==> config.mk <==
export PLATFORM = sky130hd
export DESIGN_NAME = simon_show_sequencer_flat
export DESIGN_NICKNAME = d
export VERILOG_FILES = /design/src/rtl/simon_show_sequencer_if.sv /design/src/rtl/simon_show_sequencer.sv /design/src/flat_wrapper.sv
export SDC_FILE = /design/constraint.sdc
export NUM_CORES = 1
export LEC_CHECK = 0
export CAP_MARGIN = 15
export CORE_ASPECT_RATIO = 2
export CORE_UTILIZATION = 60
export DETAILED_ROUTE_END_ITERATION = 12
export GPL_ROUTABILITY_DRIVEN = 0
export PLACE_DENSITY_LB_ADDON = 0.12
export SYNTH_ARGS = -nofsm -noshare
export SYNTH_HDL_FRONTEND = slang
export SYNTH_SLANG_ARGS = --single-unit
==> constraint.sdc <==
create_clock -name clk -period 3.7 [get_ports clk]
set_clock_uncertainty 0.2 [all_clocks]
set_input_delay 1.11 -clock clk [delete_from_list [all_inputs] [get_ports clk]]
set_output_delay 1.11 -clock clk [all_outputs]
set_load 0.05 [all_outputs]
==> src/rtl/simon_show_sequencer_if.sv <==
// Controller/memory-side bundle for the Simon SHOW-phase sequencer.
// The slave modport is the sequencer; the master modport is the game controller plus pattern memory.
interface simon_show_sequencer_if #(
    parameter int ADDR_W = 4
);
    logic              start;
    logic              abort;
    logic [ADDR_W:0]   level;
    logic [ADDR_W-1:0] mem_addr;
    logic [1:0]        mem_data;
    logic [3:0]        led;
    logic              busy;
    logic              done;
    logic [ADDR_W-1:0] show_idx;

    modport master (
        output start, abort, level, mem_data,
        input  mem_addr, led, busy, done, show_idx
    );

    modport slave (
        input  start, abort, level, mem_data,
        output mem_addr, led, busy, done, show_idx
    );
endinterface

==> src/rtl/simon_show_sequencer.sv <==
// Simon SHOW phase: plays pattern entries 0..level-1 on one-hot LEDs.
// Each entry is shown as one FETCH cycle, then ON_CYCLES lit, then OFF_CYCLES blank.
module simon_show_sequencer #(
    parameter int MAX_LEN    = 16,
    parameter int ADDR_W     = 4,
    parameter int ON_CYCLES  = 25000000,
    parameter int OFF_CYCLES = 12500000
) (
    input  logic                  clk,
    input  logic                  resetn,
    simon_show_sequencer_if.slave bus
);
    localparam int MAX_CYC = (ON_CYCLES > OFF_CYCLES) ? ON_CYCLES : OFF_CYCLES;
    localparam int TW      = (MAX_CYC > 1) ? $clog2(MAX_CYC) : 1;

    localparam logic [TW-1:0]     ON_LOAD   = TW'(ON_CYCLES - 1);
    localparam logic [TW-1:0]     OFF_LOAD  = TW'(OFF_CYCLES - 1);
    localparam logic [TW-1:0]     TIMER_ONE = TW'(1);
    localparam logic [ADDR_W:0]   MAX_LEN_W = (ADDR_W + 1)'(MAX_LEN);
    localparam logic [ADDR_W:0]   LEN_ONE   = (ADDR_W + 1)'(1);
    localparam logic [ADDR_W-1:0] IDX_ONE   = ADDR_W'(1);

    typedef enum logic [2:0] {
        ST_IDLE,
        ST_FETCH,
        ST_ON,
        ST_OFF,
        ST_DONE
    } state_t;

    state_t            state, state_d;
    logic [ADDR_W-1:0] idx, idx_d;
    logic [ADDR_W:0]   len_q, len_d;
    logic [1:0]        color_q, color_d;
    logic [TW-1:0]     timer, timer_d;
    logic [ADDR_W:0]   level_clamped;

    always_ff @(posedge clk) begin
        if (!resetn) begin
            state   <= ST_IDLE;
            idx     <= '0;
            len_q   <= '0;
            color_q <= '0;
            timer   <= '0;
        end else begin
            state   <= state_d;
            idx     <= idx_d;
            len_q   <= len_d;
            color_q <= color_d;
            timer   <= timer_d;
        end
    end

    always_comb begin
        state_d       = state;
        idx_d         = idx;
        len_d         = len_q;
        color_d       = color_q;
        timer_d       = timer;
        level_clamped = (bus.level > MAX_LEN_W) ? MAX_LEN_W : bus.level;

        // abort outranks every transition; in IDLE it only suppresses a coincident start
        if (bus.abort && state != ST_IDLE) begin
            state_d = ST_IDLE;
            idx_d   = '0;
        end else begin
            case (state)
                ST_IDLE: begin
                    if (bus.start && !bus.abort) begin
                        len_d   = level_clamped;
                        idx_d   = '0;
                        state_d = (level_clamped == '0) ? ST_DONE : ST_FETCH;
                    end
                end
                ST_FETCH: begin
                    color_d = bus.mem_data;
                    timer_d = ON_LOAD;
                    state_d = ST_ON;
                end
                ST_ON: begin
                    if (timer == '0) begin
                        timer_d = OFF_LOAD;
                        state_d = ST_OFF;
                    end else begin
                        timer_d = timer - TIMER_ONE;
                    end
                end
                ST_OFF: begin
                    if (timer == '0) begin
                        if ({1'b0, idx} == len_q - LEN_ONE) begin
                            state_d = ST_DONE;
                        end else begin
                            idx_d   = idx + IDX_ONE;
                            state_d = ST_FETCH;
                        end
                    end else begin
                        timer_d = timer - TIMER_ONE;
                    end
                end
                ST_DONE: begin
                    idx_d   = '0;
                    state_d = ST_IDLE;
                end
                default: state_d = ST_IDLE;
            endcase
        end
    end

    always_comb begin
        bus.led  = '0;
        bus.busy = 1'b0;
        bus.done = 1'b0;
        case (state)
            ST_FETCH: bus.busy = 1'b1;
            ST_ON: begin
                bus.busy = 1'b1;
                bus.led  = 4'b0001 << color_q;
            end
            ST_OFF:  bus.busy = 1'b1;
            ST_DONE: bus.done = 1'b1;
            default: ;
        endcase
    end

    assign bus.mem_addr = idx;
    assign bus.show_idx = idx;
endmodule

==> src/flat_wrapper.sv <==
// flat-port wrapper written by rule: the top's interface ports become plain ports
module simon_show_sequencer_flat 
#(
    parameter int MAX_LEN    = 16,
    parameter int ADDR_W     = 4,
    parameter int ON_CYCLES  = 25000000,
    parameter int OFF_CYCLES = 12500000
)
  (clk, resetn, bus_start, bus_abort, bus_level, bus_mem_data, bus_mem_addr, bus_led, bus_busy, bus_done, bus_show_idx);
  simon_show_sequencer_if #(.ADDR_W(ADDR_W)) bus_i ();
  input  logic clk;
  input  logic resetn;
  input wire logic [$bits(bus_i.start)-1:0] bus_start;
  input wire logic [$bits(bus_i.abort)-1:0] bus_abort;
  input wire logic [$bits(bus_i.level)-1:0] bus_level;
  input wire logic [$bits(bus_i.mem_data)-1:0] bus_mem_data;
  output wire logic [$bits(bus_i.mem_addr)-1:0] bus_mem_addr;
  output wire logic [$bits(bus_i.led)-1:0] bus_led;
  output wire logic [$bits(bus_i.busy)-1:0] bus_busy;
  output wire logic [$bits(bus_i.done)-1:0] bus_done;
  output wire logic [$bits(bus_i.show_idx)-1:0] bus_show_idx;
  assign bus_i.start = bus_start;
  assign bus_i.abort = bus_abort;
  assign bus_i.level = bus_level;
  assign bus_i.mem_data = bus_mem_data;
  assign bus_mem_addr = bus_i.mem_addr;
  assign bus_led = bus_i.led;
  assign bus_busy = bus_i.busy;
  assign bus_done = bus_i.done;
  assign bus_show_idx = bus_i.show_idx;
  simon_show_sequencer #(.MAX_LEN(MAX_LEN), .ADDR_W(ADDR_W), .ON_CYCLES(ON_CYCLES), .OFF_CYCLES(OFF_CYCLES)) u_core (.clk(clk), .resetn(resetn), .bus(bus_i));
endmodule
==> impl_metrics.json <==
{
  "outcome": "completed",
  "syn-instance-count": 349,
  "wl_met3_um": 495,
  "max_freq_mhz": 307.1,
  "core_area_um2": 4382,
  "globalRoute.totalOverflow": 0,
  "dr.pass1.iters": 5,
  "slowest_stage": "clkdlybuf4s50_1",
  "routed_wl_mm": 8.563,
  "grt_first_pass_wirelength_mm": 14.01,
  "io_buffers": 24,
  "avgRoutedWirePerCell_um": 20.29,
  "arrival_ns": 1.95,
  "period_share": 0.8800,
  "yosys.cell_count.top_type": "dfxtp_1",
  "avgSynthCellArea_um2": 7.970,
  "drt_iter0_markers": 164,
  "die-area_um2": 4929,
  "wl_met1_mm": 2.963,
  "place_area_um2": 3034,
  "pin_count": 25,
  "maxUsedRoutingLayer": "met4",
  "num_vias": 3002,
  "crit_path_max_fanout": 5,
  "cp-end-kind": "output port",
  "drv_slew": 0,
  "antenna_found_initial": 0,
  "synth_edf_count": 0,
  "ctsResizeCount": 0,
  "final_antenna_net_count": 0,
  "setup_tns_ns": 0,
  "synthToLayoutAreaGrowth_pct": 12.69,
  "grt_pass1_vias": 3012,
  "critPathLaunchType": "flip-flop",
  "finalHoldViolations": 0,
  "cp_top_family": "buffers and inverters",
  "ys_top_cells_by_count": "39 x dfxtp_1, 28 x nand2_1, 26 x nor2_1, 17 x nor3_1",
  "ctsHoldBuffers": 0,
  "drive_gt1_frac": 0.1114,
  "design_area_um2": 3134,
  "cts-root-buf": "clkbuf_8",
  "rsz0062_at_grt": "false",
  "pwr-share-comb": 0.354,
  "relSlewSlack": 0.5033,
  "ys_seq_elements": 39,
  "synth_area_um2": 2781,
  "cts_made_buffers": 5,
  "fin_nets": 382,
  "rows": 34,
  "min_period_ns": 3.256,
  "critical_path_buf_inv_count": 1,
  "power_frac_clock": 0.262,
  "cts_tree": "done",
  "worstMarginPinSlew_ns": 0.7435,
  "critPathKind": "flip-flop to output port",
  "internal_power_mw": 0.7834,
  "grt_max_degree": 29,
  "seq_power_share": 0.383,
  "finalSetupViolCount": 0,
  "hpwl_mm": 6.285,
  "synth_nets": 364,
  "ys_async_sr_fraction": 0,
  "p_sw_frac": 0.3735,
  "initial_core_util": 0.6348,
  "die_y_um": 98.29,
  "design_power_total_mw": 1.250,
  "dr_wl_met2_mm": 4.667,
  "cts_max_level": 2,
  "ys_types": 67,
  "postCtsSetupBuffers": 0,
  "critPathRequiredTime_ns": 2.39,
  "grt_usage": 0.3697,
  "synth_top_area_share": 0.2807,
  "path_cells": "nor2_1, and2_1, clkdlybuf4s50_1",
  "clkTransAtPathRegs_ns": 0.08,
  "synth_ff_type": "dfxtp_1",
  "die_w_um": 50.15,
  "cp_slowest_stage_delay_ns": 0.80,
  "route.detailed.drc": 0,
  "viasPerCell": 7.114,
  "insertion_delay_ns": 0.30,
  "power.leakage_nw": 1.114,
  "power_density_nw_per_um2": 399.0,
  "maxCapViolCount": 0,
  "yosysSeqAreaShare": 0.2807,
  "yosysWarnings": 0,
  "switching_power_mw": 0.4670,
  "synth.area.top_cells": "dfxtp_1 28%, nand2_1 3.8%, nor2_1 3.5%, nor4_1 3.4%, nor3_1 3.1%",
  "cts_buffer_depth": 2,
  "clock_sinks": 39,
  "vdd_drop_max_uv": 327.5,
  "synth_top_area_cell": "dfxtp_1",
  "worst_hold_path_type": "flip-flop to flip-flop",
  "diodes": 0
}
## worst min-delay path, stage by stage (launching register included)
cell and delay [ns]:
dfxtp_1 0.35, nand2_1 0.06, a21boi_0 0.07
## flip-flops by register name, indices dropped and copies added, names as in the netlist
signal               cells
u_core.timer            25
u_core.len_q             5
u_core.bus.mem_addr      4
u_core.state             3
u_core.color_q           2
## kinds of logic after synthesis
group                      Yosys count  share of synthesized area
buffers and inverters               38                    0.06747
DFF                                 39                     0.2807
adders and majority gates            4                    0.01799
xor gates and xnor gates             5                    0.01574
AOI/OAI and AO/OA                   89                     0.2452
and+or+nand+nor                    172                     0.3653
muxes                                2                   0.007647
## worst paths after layout
path                                startpoint                      endpoint  slack [ns]  cells after the start
setup / recovery  u_core.state[0]$_SDFFE_PP0P_                      bus_done        0.44                      3
hold / removal    u_core.len_q[1]$_SDFFE_PN0P_  u_core.len_q[1]$_SDFFE_PN0P_        0.32                      2
setup reg to reg  u_core.timer[8]$_SDFFE_PN0P_  u_core.timer[8]$_SDFFE_PN0P_        0.77                      6
hold reg to reg   u_core.len_q[1]$_SDFFE_PN0P_  u_core.len_q[1]$_SDFFE_PN0P_        0.32                      2
## final cells by class
type | instances | area [um2]
multi-input cells | 272 | 1813
fillers | 411 | 1247
flip-flops and latches | 39 | 780.7
repair buffers | 37 | 327.8
clock buffers | 8 | 100.1
well taps | 54 | 67.56
inverters | 12 | 45.04
## power by group through the flow
stage               clock, mW  sequential (mW)  combinational [mW]
floorplan                   0            0.476               0.322
global placement            0            0.487               0.420
finish                  0.328            0.479               0.443
detailed placement          0            0.488               0.427
CTS                     0.328            0.478               0.431
global route            0.345            0.483               0.477
## per-stage QoR
step	cells	worst slack [ns]	util	hold WS [ns]
6_report	422	0.4440	0.7153	0.3199
5_1_grt	422	0.3264	0.7153	0.3456
4_1_cts	422	0.4447	0.7153	0.3310
3_5_place_dp	414	0.2126	0.6925	0.3209
3_3_place_gp	414	0.2999	0.6925	0.3046
2_1_floorplan	349	0.1070	-	0.2542
## layer usage
metal | track usage | vias up
li1 | - | 1389
met1 | 0.3680 | 1426
met2 | 0.6708 | 147
met3 | 0.05296 | 40
met4 | 0.2484 | 0
met5 | 0 | -
## cell usage in the layout, fill, tap and decap left out, drive strengths merged, types with 9 or more instances in the layout
master and instances:
a21oi 10, buf 17, clkdlybuf4s50 20, dfxtp 39
inv 12, nand2 28, nand3 15, nand4 13
nor2 26, nor3 17, nor4 19, o21ai 13
or3 9
Note: power is estimated with default switching activity, not from simulation.
